==> config.mk <==
export PLATFORM = sky130hd
export DESIGN_NAME = mem_copy_engine_flat
export DESIGN_NICKNAME = d
export VERILOG_FILES = /design/src/rtl/mem_copy_engine_if.sv /design/src/rtl/mem_copy_engine.sv /design/src/flat_wrapper.sv
export SDC_FILE = /design/constraint.sdc
export NUM_CORES = 1
export LEC_CHECK = 0
export ABC_AREA = 1
export CAP_MARGIN = 5
export CORE_UTILIZATION = 46
export CTS_CLUSTER_SIZE = 12
export DETAILED_ROUTE_END_ITERATION = 8
export PLACE_DENSITY = 0.77
export SYNTH_ARGS = -nofsm -noshare
export SYNTH_HDL_FRONTEND = slang
export SYNTH_SLANG_ARGS = --single-unit
==> constraint.sdc <==
create_clock -name clk -period 5.3 [get_ports clk]
set_input_delay 0.53 -clock clk [delete_from_list [all_inputs] [get_ports clk]]
set_output_delay 0.53 -clock clk [all_outputs]
set_load 0.02 [all_outputs]
==> src/rtl/mem_copy_engine_if.sv <==
// rtl/mem_copy_engine_if.sv - Request, status and data-memory signal bundle for mem_copy_engine
// Request : start, src_addr[7:0], dst_addr[7:0], length[6:0]
// Status  : busy, done, error, checksum[7:0]
// Memory  : mem_address[7:0], mem_write_data[7:0], mem_write_enable, mem_read_data[7:0]
// Modports: slave = the copy engine; master = the requester together with the data memory.
interface mem_copy_engine_if;
  logic       start;
  logic [7:0] src_addr;
  logic [7:0] dst_addr;
  logic [6:0] length;
  logic       busy;
  logic       done;
  logic       error;
  logic [7:0] checksum;
  logic [7:0] mem_address;
  logic [7:0] mem_write_data;
  logic       mem_write_enable;
  logic [7:0] mem_read_data;

  modport slave (
    input  start, src_addr, dst_addr, length, mem_read_data,
    output busy, done, error, checksum, mem_address, mem_write_data, mem_write_enable
  );

  modport master (
    output start, src_addr, dst_addr, length, mem_read_data,
    input  busy, done, error, checksum, mem_address, mem_write_data, mem_write_enable
  );
endinterface

==> src/rtl/mem_copy_engine.sv <==
// rtl/mem_copy_engine.sv - Byte-wise ascending memory copy engine with window check and checksum
// Parameters: MEM_BASE (lowest valid byte address), MEM_DEPTH (number of valid bytes).
// Ports     : clk, rst_n (asynchronous, active-low), bus (mem_copy_engine_if.slave).
// Option    : MEM_COPY_CHECKSUM_EN builds the running byte-sum accumulator; without it checksum is 8'h00.
// Each byte costs one read cycle (RD) and one write cycle (WR); write data is taken straight from
// the registered memory read data that arrives during WR.
module mem_copy_engine #(
  parameter int MEM_BASE  = 64,
  parameter int MEM_DEPTH = 64
) (
  input  logic             clk,
  input  logic             rst_n,
  mem_copy_engine_if.slave bus
);

  typedef enum logic [2:0] {IDLE, CHECK, RD, WR, DONE} state_t;

  // Window bounds in 9 bits so a copy that wraps past 8'hFF lands above the window.
  localparam logic [8:0] LP_LO = 9'(MEM_BASE);
  localparam logic [8:0] LP_HI = 9'(MEM_BASE + MEM_DEPTH - 1);

  state_t     r_state;
  logic [7:0] r_src;
  logic [7:0] r_dst;
  logic [6:0] r_len;
  logic [6:0] r_idx;
  logic       r_busy;
  logic       r_done;
  logic       r_error;
  logic       r_we;
  logic [7:0] r_addr;

  logic [8:0] w_src_last;
  logic [8:0] w_dst_last;
  logic       w_fault;
  logic [6:0] w_idx_next;

  // Last byte addresses; only meaningful for length > 0, which w_fault enforces.
  assign w_src_last = {1'b0, r_src} + {2'b00, r_len} - 9'd1;
  assign w_dst_last = {1'b0, r_dst} + {2'b00, r_len} - 9'd1;

  assign w_fault = (r_len > 7'd64) ||
                   ((r_len != 7'd0) &&
                    (({1'b0, r_src} < LP_LO) || (w_src_last > LP_HI) ||
                     ({1'b0, r_dst} < LP_LO) || (w_dst_last > LP_HI)));

  assign w_idx_next = r_idx + 7'd1;

  always_ff @(posedge clk or negedge rst_n) begin
    if (!rst_n) begin
      r_state <= IDLE;
      r_src   <= '0;
      r_dst   <= '0;
      r_len   <= '0;
      r_idx   <= '0;
      r_busy  <= 1'b0;
      r_done  <= 1'b0;
      r_error <= 1'b0;
      r_we    <= 1'b0;
      r_addr  <= '0;
    end else begin
      case (r_state)
        IDLE: begin
          if (bus.start) begin
            r_src   <= bus.src_addr;
            r_dst   <= bus.dst_addr;
            r_len   <= bus.length;
            r_error <= 1'b0;
            r_busy  <= 1'b1;
            r_state <= CHECK;
          end
        end
        CHECK: begin
          r_idx <= '0;
          if (w_fault) begin
            r_error <= 1'b1;
            r_done  <= 1'b1;
            r_state <= DONE;
          end else if (r_len == 7'd0) begin
            r_done  <= 1'b1;
            r_state <= DONE;
          end else begin
            r_addr  <= r_src;
            r_state <= RD;
          end
        end
        RD: begin
          r_addr  <= r_dst + {1'b0, r_idx};
          r_we    <= 1'b1;
          r_state <= WR;
        end
        WR: begin
          r_idx <= w_idx_next;
          r_we  <= 1'b0;
          if (w_idx_next < r_len) begin
            r_addr  <= r_src + {1'b0, w_idx_next};
            r_state <= RD;
          end else begin
            r_addr  <= '0;
            r_done  <= 1'b1;
            r_state <= DONE;
          end
        end
        DONE: begin
          r_done  <= 1'b0;
          r_busy  <= 1'b0;
          r_state <= IDLE;
        end
        default: r_state <= IDLE;
      endcase
    end
  end

`ifdef MEM_COPY_CHECKSUM_EN
  logic [7:0] r_checksum;

  always_ff @(posedge clk or negedge rst_n) begin
    if (!rst_n) begin
      r_checksum <= '0;
    end else if ((r_state == IDLE) && bus.start) begin
      r_checksum <= '0;
    end else if (r_state == WR) begin
      r_checksum <= r_checksum + bus.mem_read_data;
    end
  end

  assign bus.checksum = r_checksum;
`else
  assign bus.checksum = 8'h00;
`endif

  assign bus.busy             = r_busy;
  assign bus.done             = r_done;
  assign bus.error            = r_error;
  assign bus.mem_address      = r_addr;
  assign bus.mem_write_enable = r_we;
  // r_we is high only in WR, so write data is forced to zero in every other state.
  assign bus.mem_write_data   = r_we ? bus.mem_read_data : 8'h00;

endmodule

==> src/flat_wrapper.sv <==
// flat-port wrapper written by rule: the top's interface ports become plain ports
module mem_copy_engine_flat 
#(
  parameter int MEM_BASE  = 64,
  parameter int MEM_DEPTH = 64
)
  (clk, rst_n, bus_start, bus_src_addr, bus_dst_addr, bus_length, bus_mem_read_data, bus_busy, bus_done, bus_error, bus_checksum, bus_mem_address, bus_mem_write_data, bus_mem_write_enable);
  mem_copy_engine_if bus_i ();
  input  logic clk;
  input  logic rst_n;
  input wire logic [$bits(bus_i.start)-1:0] bus_start;
  input wire logic [$bits(bus_i.src_addr)-1:0] bus_src_addr;
  input wire logic [$bits(bus_i.dst_addr)-1:0] bus_dst_addr;
  input wire logic [$bits(bus_i.length)-1:0] bus_length;
  input wire logic [$bits(bus_i.mem_read_data)-1:0] bus_mem_read_data;
  output wire logic [$bits(bus_i.busy)-1:0] bus_busy;
  output wire logic [$bits(bus_i.done)-1:0] bus_done;
  output wire logic [$bits(bus_i.error)-1:0] bus_error;
  output wire logic [$bits(bus_i.checksum)-1:0] bus_checksum;
  output wire logic [$bits(bus_i.mem_address)-1:0] bus_mem_address;
  output wire logic [$bits(bus_i.mem_write_data)-1:0] bus_mem_write_data;
  output wire logic [$bits(bus_i.mem_write_enable)-1:0] bus_mem_write_enable;
  assign bus_i.start = bus_start;
  assign bus_i.src_addr = bus_src_addr;
  assign bus_i.dst_addr = bus_dst_addr;
  assign bus_i.length = bus_length;
  assign bus_i.mem_read_data = bus_mem_read_data;
  assign bus_busy = bus_i.busy;
  assign bus_done = bus_i.done;
  assign bus_error = bus_i.error;
  assign bus_checksum = bus_i.checksum;
  assign bus_mem_address = bus_i.mem_address;
  assign bus_mem_write_data = bus_i.mem_write_data;
  assign bus_mem_write_enable = bus_i.mem_write_enable;
  mem_copy_engine #(.MEM_BASE(MEM_BASE), .MEM_DEPTH(MEM_DEPTH)) u_core (.clk(clk), .rst_n(rst_n), .bus(bus_i));
endmodule
== Yosys cells after proc, flatten, opt, wreduce, memory -nomap -nowiden ==
Cells that the tools add are included.

* Bits in registers: 45
* Bits of input ports: 34
* Output and inout port bits: 28
* Word-level logic and storage cells: 73

* $add $sub $neg: 7
* Magnitude comparators: 6
* Equality and inequality tests: 10
* Multiplexer cells: 21
* Reductions and logical operators: 19

{| class="wikitable"
|+ Operators with widths
! operator !! count
|-
| 2-to-1 mux 8 bit || 4
|-
| one-hot mux 8 bit (3 select lines) || 1
|-
| adder 8 x 7 -> 9 bit || 2
|-
| greater-than comparator 9 x 7 -> 1 bit, second input constant || 2
|-
| subtractor 9 x 1 -> 9 bit, second input constant || 2
|-
| adder 8 x 7 -> 8 bit || 2
|-
| less-than comparator 8 x 7 -> 1 bit, second input constant || 2
|-
| one-hot mux 7 bit (2 select lines) || 1
|-
| 2-to-1 mux 3 bit || 4
|-
| one-hot mux 3 bit (4 select lines) || 1
|-
| AND reduction 3 bit || 3
|-
| inequality test 2 bit, second input constant || 4
|-
| nonzero test 2 bit || 4
|-
| adder 7 x 1 -> 7 bit, second input constant || 1
|-
| greater-than comparator 7 bit, second input constant || 1
|-
| zero test 7 bit || 1
|-
| less-than comparator 7 bit || 1
|-
| nonzero test 7 bit || 1
|-
| == test 3 x 2 -> 1 bit, second input constant || 2
|-
| 2-to-1 mux 1 bit || 6
|-
| one-hot mux 1 bit (2 select lines) || 3
|-
| nonzero test 3 bit || 2
|-
| logical OR 1 bit || 4
|-
| AND reduction 2 bit || 2
|-
| other kinds (7) || 7
|}

== Logic depth before layout (Yosys ltp) ==
* Depth in word-level cells: 10
* Depth in mapped cells: 18
* Depth with buffers taken out: 17

== Least setup slack after synthesis ==
Ideal clock, no wire load.

* Kind: register -> register
* Start: reg u_core.r_src[1]
* End: reg u_core.r_done, in the netlist u_core.bus.done
* Library setup time: 113 ps
* Data arrival time: 2173 ps
* Required time: 5187 ps
* Slack: 3013 ps
* Stages on the path, launching flop included: 19
* Path buffers: 1
* Period minus slack after synthesis: 2287 ps
* Cells stage by stage: dfrtp_1 -> inv_1 -> ha_1 -> inv_1 -> ha_1 -> fa_1 -> nand2_1 -> nand2_1 -> nand2_1 -> nand2_1 -> nand2_1 -> nand3_2 -> nor2_2 -> nand3_2 -> nand2_2 -> buf_6 -> nand3_2 -> nand2_1 -> inv_1

* Word-level cells in the longest chain between the ends: 10
* Elaborated cells between the ends (all ways): 13
* Classes of those cells: add/sub: 2; order compare: 2; eq/ne: 1; mux: 2; reduce/logical: 6

{| class="wikitable"
|+ Ends and longest elaborated chain
! element !! line !! source
|-
| start, declared || mem_copy_engine.sv:23 || <nowiki>logic [7:0] r_src;</nowiki>
|-
| start signal, assigned || mem_copy_engine.sv:65 || <nowiki>r_src <= bus.src_addr;</nowiki>
|-
| adder 8 x 7 -> 9 bit || mem_copy_engine.sv:39 || <nowiki>assign w_src_last = {1'b0, r_src} + {2'b00, r_len} - 9'd1;</nowiki>
|-
| subtractor 9 x 1 -> 9 bit || mem_copy_engine.sv:39 ||
|-
| greater-than comparator 9 x 7 -> 1 bit || mem_copy_engine.sv:44 || <nowiki>(({1'b0, r_src} < LP_LO) || (w_src_last > LP_HI) ||</nowiki>
|-
| logical OR 1 bit * (2 in series) || mem_copy_engine.sv:44 ||
|-
| logical OR 1 bit * || mem_copy_engine.sv:45 || <nowiki>({1'b0, r_dst} < LP_LO) || (w_dst_last > LP_HI)));</nowiki>
|-
| logical AND 1 bit * || mem_copy_engine.sv:43 || <nowiki>((r_len != 7'd0) &&</nowiki>
|-
| logical OR 1 bit * || mem_copy_engine.sv:42 || <nowiki>assign w_fault = (r_len > 7'd64) ||</nowiki>
|-
| inequality test 3 x 1 -> 1 bit (no source line) or 2-to-1 mux 1 bit (tied branches) || -- ||
|-
| AND reduction 3 bit (no source line) or one-hot mux 1 bit (3 select lines) (tied branches) || -- ||
|-
| end signal, assigned || mem_copy_engine.sv:57 || <nowiki>r_done <= 1'b0;</nowiki>
|-
| end signal, assigned || mem_copy_engine.sv:77 || <nowiki>r_done <= 1'b1;</nowiki>
|-
| end signal, assigned || mem_copy_engine.sv:80 || <nowiki>r_done <= 1'b1;</nowiki>
|-
| end, declared || mem_copy_engine.sv:28 || <nowiki>logic r_done;</nowiki>
|}

Mark *: on every way between the ends. The rest lies on a longest branch, timed or not.
A chain may end at the register's enable or synchronous reset.

== Worst setup path in the final report ==
* Start: reg u_core.r_src[1]
* End: reg u_core.r_addr[7], in the netlist u_core.bus.mem_address[7]

* Word-level cells in the longest chain between the ends: 10
* Elaborated cells between the ends (all ways): 14
* Classes of those cells: add/sub: 3; order compare: 2; eq/ne: 1; mux: 2; reduce/logical: 6

{| class="wikitable"
|+ Ends and longest elaborated chain
! element !! line !! source
|-
| adder 8 x 7 -> 9 bit || mem_copy_engine.sv:39 ||
|-
| subtractor 9 x 1 -> 9 bit || mem_copy_engine.sv:39 ||
|-
| greater-than comparator 9 x 7 -> 1 bit || mem_copy_engine.sv:44 ||
|-
| logical OR 1 bit (2 in series) || mem_copy_engine.sv:44 ||
|-
| logical OR 1 bit || mem_copy_engine.sv:45 ||
|-
| logical AND 1 bit || mem_copy_engine.sv:43 ||
|-
| logical OR 1 bit || mem_copy_engine.sv:42 ||
|-
| inequality test 2 bit (no source line) || -- ||
|-
| AND reduction 3 bit (no source line) || -- ||
|-
| end signal, assigned || mem_copy_engine.sv:83 || <nowiki>r_addr <= r_src;</nowiki>
|-
| end signal, assigned || mem_copy_engine.sv:88 || <nowiki>r_addr <= r_dst + {1'b0, r_idx};</nowiki>
|-
| end signal, assigned || mem_copy_engine.sv:96 || <nowiki>r_addr <= r_src + {1'b0, w_idx_next};</nowiki>
|-
| end, declared || mem_copy_engine.sv:31 || <nowiki>logic [7:0] r_addr;</nowiki>
|}

Several ways; a longest one is shown, not always the timed one.

==> flow_metrics.tcl <==
set metrics [dict create \
    status "finished clean" \
    antenna_cells 0 \
    power_frac_comb_pct 66.9 \
    dp_hpwl_um 7121 \
    switching_share_pct 50.56 \
    start_util_pct 48.21 \
    ant_nets 0 \
    net-switching-power_mw 1.353 \
    clock_sinks 45 \
    synth_area_sq_um 3764 \
    core_region_area_sq_um 7807 \
    synth_edf_count 0 \
    p_clk_share_pct 10.0 \
    fin_crit_ns 2.737 \
    cts_setup_buffers 0 \
    nets 653 \
    cts-root-buf "clkbuf_8" \
    cts_buffers 5 \
    clock_path_buffers 2 \
    dp_slack_ns 2.578 \
    finalHoldViolCount 0 \
    rows 32 \
    syn2layout_area_growth_pct 18.68 \
    peakVddDrop_v 0.0002715 \
    clkTransAtPathRegs_ns 0.09 \
    io_buffers 53 \
    placed_cells 661 \
    yosys_warnings 0 \
    io_pins 62 \
    cp-start-kind "flop" \
    vias_per_cell 5.052 \
    crit_arrival_ns 2.93 \
    dominantRegCellSynth "dfrtp_1" \
    die_h_um 92.46 \
    die-area_sq_um 8548 \
    wl_per_cell_um 13.00 \
    tightest_slew_ns 1.010 \
    synth_seq_cells 45 \
    maxSlewHeadroom_pct 32.70 \
    path_class "flop to flop" \
    worst-path-max-fanout 11 \
    dr_wl_met3_um 502 \
    synth_cell_types 35 \
    htreeDepth 2 \
    dieWidth_um 92.46 \
    p_per_area_nw_per_um2 598.9 \
    final.setup.worst_slack_ns 2.563 \
    clock.fmax_mhz 365.4 \
    p_leak_nw 2.449 \
    drcViolationCount 0 \
    avgSynthCellArea_sq_um 7.336 \
    fin_util_pct 57.21 \
    finalCritPeriodShare_pct 51.64 \
    clk_latency_ns 0.31 \
    drive_above_1_share_pct 6.349 \
    setup.worst_path.end_class "flop" \
    cts_tree "done" \
    instances_no_fill 669 \
    place_area_sq_um 4352 \
    met1_length_um 3855 \
    grt-ovfl-total 0 \
    grt_first_pass_wirelength_um 15100 \
    cts_hold_buf 0 \
    route.met2.wl_um 4142 \
    maxCapViolCount 0 \
    async_flop_share_pct 100.0 \
    ctsResizeCount 0 \
    p_seq_share_pct 23.1 \
    dr.first_iter.drc_count 351 \
    grt_antenna_before_repair 0 \
    finalSetupTns_ns 0 \
    routed.top_layer "met4" \
    hold_class "input port to asynchronous set/reset pin" \
    setup_viol 0 \
    syn_inst 513 \
    rsz0062_at_grt "no" \
    grt_pass1_vias 3270 \
    fin_area_sq_um 4467 \
    routabilityCongestion 0.9960 \
    clock_skew_ns 0.009018 \
    vias 3380 \
    track_usage_pct 22.46 \
    reg2reg_slack_ns 2.56 \
    drtPass1Iterations 6 \
    grt_max_degree 49 \
    drv_slew 0 \
    cp.required_ns 5.50 \
    timing.hold.ws_ns 0.3789 \
    wl_um 8699 \
    p_int_mw 1.323 \
    synth-seq-area-share_pct 29.92 \
    fin_total_pwr_mw 2.675 \
]
==> final cells by class <==
cell class	instances	area, sq um
Clock inverter	3	46.29
Fill cell	719	3341
Tap cell	102	127.6
Timing Repair Buffer	54	533.0
Clock buffer	5	68.82
Inverter	106	402.9
Sequential cell	45	1126
Multi-Input combinational cell	354	2162
==> logic make-up (layout without fill, tap and decap cells) <==
group	count (synthesis)	after routing	synth area share (%)
AO/OA/AOI/OAI	62	62	9.308
XOR/XNOR	8	8	1.862
adder cells (fa/ha/maj)	53	53	18.42
buffers and inverters	121	168	13.50
flip-flops	45	45	29.92
other	1	8	0.09964
AND/OR/NAND/NOR	223	223	26.89
==> critical path: stages, from the launching register on <==
cell	delay (ns)
dfrtp_1	0.41
inv_1	0.13
ha_1	0.31
inv_1	0.05
ha_1	0.22
fa_1	0.37
nand2_1	0.06
nand2_1	0.05
nand2_1	0.08
nand2_1	0.05
nand2_1	0.07
nand3_2	0.08
nor2_2	0.14
nand3_2	0.10
nand2_2	0.21
nand2_2	0.16
nand2_1	0.10
nand2_1	0.05
==> registers in the layout (all words and copies together), names as in the netlist <==
name,cells
u_core.bus.mem_address,8
u_core.r_src,8
u_core.bus.mem_write_enable,1
u_core.bus.error,1
u_core.r_dst,8
u_core.r_idx,7
u_core.r_len,7
u_core.bus.done,1
u_core.r_state,3
u_core.bus.busy,1
==> power groups by stage <==
stage / registers, mW / clock network (mW) / logic (mW)
after floorplan: 0.625 / 0 / 1.30
after global placement: 0.617 / 0 / 1.71
after detailed placement: 0.622 / 0 / 1.78
after CTS: 0.615 / 0.273 / 1.79
after global routing: 0.637 / 0.286 / 2.05
final: 0.619 / 0.268 / 1.79
==> synth_stat cells, types with 3 or more instances <==
| library cell | n | area share (%) |
|---|---|---|
| ha_1 | 49 | 16 |
| o21ai_1 | 3 | 0.40 |
| nand3_1 | 42 | 5.6 |
| inv_1 | 100 | 10 |
| a21o_1 | 4 | 0.80 |
| nand2_2 | 3 | 0.50 |
| nand3_2 | 3 | 0.80 |
| a21oi_1 | 15 | 2.0 |
| or2_2 | 4 | 0.66 |
| nand4_1 | 8 | 1.3 |
| clkbuf_1 | 3 | 0.30 |
| dfrtp_1 | 45 | 30 |
| o21ai_0 | 27 | 3.6 |
| inv_2 | 4 | 0.40 |
| nor2_2 | 4 | 0.66 |
| a31oi_1 | 3 | 0.50 |
| fa_1 | 4 | 2.1 |
| nor2_1 | 25 | 2.5 |
| xor2_1 | 6 | 1.4 |
| buf_4 | 11 | 2.2 |
| nand2_1 | 127 | 13 |
==> path summary, 6_finish.rpt <==
path / from / cells after the start / endpoint
max in group asynchronous: rst_n / 1 / u_core.r_state[2]$_DFFE_PN0P_
setup / recovery: u_core.r_src[1]$_DFFE_PN0P_ / 17 / u_core.bus.mem_address[7]$_DFFE_PN0P_
hold / removal: rst_n / 1 / u_core.r_dst[4]$_DFFE_PN0P_
hold reg to reg: u_core.bus.mem_address[3]$_DFFE_PN0P_ / 2 / u_core.bus.mem_address[3]$_DFFE_PN0P_
setup reg to reg: u_core.r_src[1]$_DFFE_PN0P_ / 17 / u_core.bus.mem_address[7]$_DFFE_PN0P_
min in group clk: u_core.bus.mem_address[3]$_DFFE_PN0P_ / 2 / u_core.bus.mem_address[3]$_DFFE_PN0P_
==> cells in the final DEF (no fill, tap or decap), drive strengths merged <==
master | synthesis | routed
a21boi | 1 | 1
a21o | 4 | 4
a21oi | 16 | 16
a22o | 2 | 2
a31oi | 3 | 3
buf | 12 | 2
bufinv | 0 | 1
clkbuf | 3 | 5
clkdlybuf4s50 | 0 | 52
clkinv | 0 | 1
clkinvlp | 0 | 1
conb | 1 | 8
dfrtp | 45 | 45
fa | 4 | 4
ha | 49 | 49
inv | 106 | 106
nand2 | 130 | 130
nand3 | 45 | 45
nand4 | 8 | 8
nor2 | 33 | 33
nor3 | 3 | 3
o211ai | 2 | 2
o21ai | 30 | 30
o21bai | 2 | 2
o22ai | 2 | 2
or2 | 4 | 4
xnor2 | 2 | 2
xor2 | 6 | 6
==> per-layer routing <==
layer / global-route usage, % / up-vias
met3: 3.202 / 18
li1: - / 1707
met1: 28.30 / 1534
met4: 8.724 / 0
met2: 38.64 / 121
met5: 0 / -
Note: power is estimated with default switching activity, not from simulation.
==> RTL change, RTL diff (same settings) <==
The 5 states of `state_t` get a one-hot encoding in 5 bits.
--- a/src/rtl/mem_copy_engine.sv
+++ b/src/rtl/mem_copy_engine.sv
@@ -14,5 +14,5 @@
 );
 
-  typedef enum logic [2:0] {IDLE, CHECK, RD, WR, DONE} state_t;
+  typedef enum logic [4:0] {IDLE = 5'b00001, CHECK = 5'b00010, RD = 5'b00100, WR = 5'b01000, DONE = 5'b10000} state_t;
 
   // Window bounds in 9 bits so a copy that wraps past 8'hFF lands above the window.
Function: no difference found for any inputs over 10 cycles, from zero or initial values and one cycle with rst_n low; not proved beyond that.
==> RTL change against the unedited design <==
  * Die area is 2.2% higher
  * Routed wire length rose by 3.7%
  * Highest routed layer unchanged
  * Critical endpoint is now u_core.bus.mem_address[1]
  * Combinational power fell by 16%
  * Total power fell by 10%
  * Final area increased by 1.9%
  * Area after synthesis is 2.3% higher
  * Setup slack got worse by 0.11 ns
  * Critical path type unchanged
  * Sequential cell count increased by 2
==> RTL change: results (changes against the unedited design) <==
| Metric | Value |
|---|---|
| Outcome | `completed` |
| Reg-to-reg critical path endpoint | `u_core.bus.mem_address[1]` |
| Power Total | `2.397 mW (-10%)` |
| Sequential fraction of total cell area | `0.2586 (+0.006486)` |
| Multi-input combinational cell area | `2202 sq um (+1.9%)` |
| Comb pwr share | `0.631 (-0.038)` |
| FFs & Latches | `47 (+4.4%)` |
| Worst EP arrival | `3.10 ns (+0.17 ns)` |
| All-Layer GR Usage | `0.2266 (+0.001986)` |
| Clock root cell | `clkbuf_8` |
| Drt pass-1 iters | `5 (-1)` |
| Power Clock | `285 uW (+6%)` |
| Area share of fa/ha/maj cells after synthesis | `0.1801 (-0.004072)` |
| Vias in the first global route | `3253 (-0.52%)` |
| Drt first-iter violations | `181 (-48%)` |
| GPL Wtd Cong | `0.8954 (-10%)` |
| Reg2Reg Depth | `15 (-2)` |
| Buffering overhead | `0.1171 (-0.002263)` |
| Clk cell area share | `0.02666 (+0.0008853)` |
| Synth top area cells | `dfrtp_1 (30%), ha_1 (16%), nand2_1 (13%), inv_1 (9.6%), nand3_1 (4.4%)` |
| First-pass GRT wire length | `15180 microns (+0.55%)` |
| Worst VDD drop | `0.0003122 V (+15%)` |
| Inverters | `104 (-1.9%)` |
| Share of cells above drive strength 1 | `0.05769 (-0.005800)` |
| Largest net degree at the start of global routing | `51 (+4.1%)` |
| Clk_skew | `0.003285 ns (-0.005734 ns)` |
| Hold Slack | `0.3988 ns (+0.01990 ns)` |
| R2R Path Start | `u_core.r_idx[0]` |
| Synth cell types | `38 (+8.6%)` |
| Vias post-DR | `3460 (+2.4%)` |
| CP max FO | `8 (-3)` |
| Cell Int Power | `1.239 mW (-6.3%)` |
| Post-synth top cells | `nand2_1 (130), inv_1 (98), ha_1 (49)` |
| Multi-input gates | `359 (+1.4%)` |
| Pre-CTS setup slack | `2.501 ns (-0.07738 ns)` |
| Seq/Total Area, Yosys | `0.3059 (+0.006715)` |
-- RTL change: cell count changes in the layout (fill, tap and decap cells not counted), moves of 3 or more --
cell,unedited run,this run
nand4_1,8,18
nand3_1,42,34
o21a_1,0,4
o21ai_0,27,31
a21o_1,4,1
a21oi_1,15,18
a31oi_1,3,0
nand2_1,127,130
nand2_2,3,0
nand2_4,0,3
o21ai_1,3,0
-- RTL change: layer usage --
layer	vias up	GRT usage	wire length (microns)
met5	-	0	0
met4	0	0.09359	260
met3	19	0.04715	497
met2	107	0.3811	4218
met1	1592	0.2816	4042
li1	1742	-	-
-- RTL change: critical path: stages, from the launching register on --
cell and delay (ns):
dfrtp_1 0.46, ha_1 0.20, nand2_1 0.05, inv_1 0.07
nand2_1 0.07, nor3_1 0.19, xor2_1 0.33, ha_1 0.32
a21oi_1 0.16, o21a_1 0.13, nand2_1 0.10, nor2_4 0.22
inv_2 0.07, o21bai_1 0.20, nand4_1 0.12, nand2_1 0.08
-- RTL change: worst max path at each step --
stage / from / end / slack, ns
after floorplan: u_core.r_idx[0] / u_core.bus.mem_address[1] / 3.00
after global routing: u_core.r_idx[0] / u_core.bus.mem_address[1] / 2.16
after global placement: u_core.r_idx[1] / u_core.bus.mem_address[1] / 2.60
after CTS: u_core.r_idx[0] / u_core.bus.mem_address[1] / 2.48
final: u_core.r_idx[0] / u_core.bus.mem_address[1] / 2.45
after detailed placement: u_core.r_idx[0] / u_core.bus.mem_address[1] / 2.50
-- RTL change: through the flow --
step           std cells  instance area (sq um)
2_1_floorplan        526                   3875
3_3_place_gp         666                   4432
3_5_place_dp         666                   4432
4_1_cts              674                   4553
5_1_grt              674                   4553
6_report             674                   4553
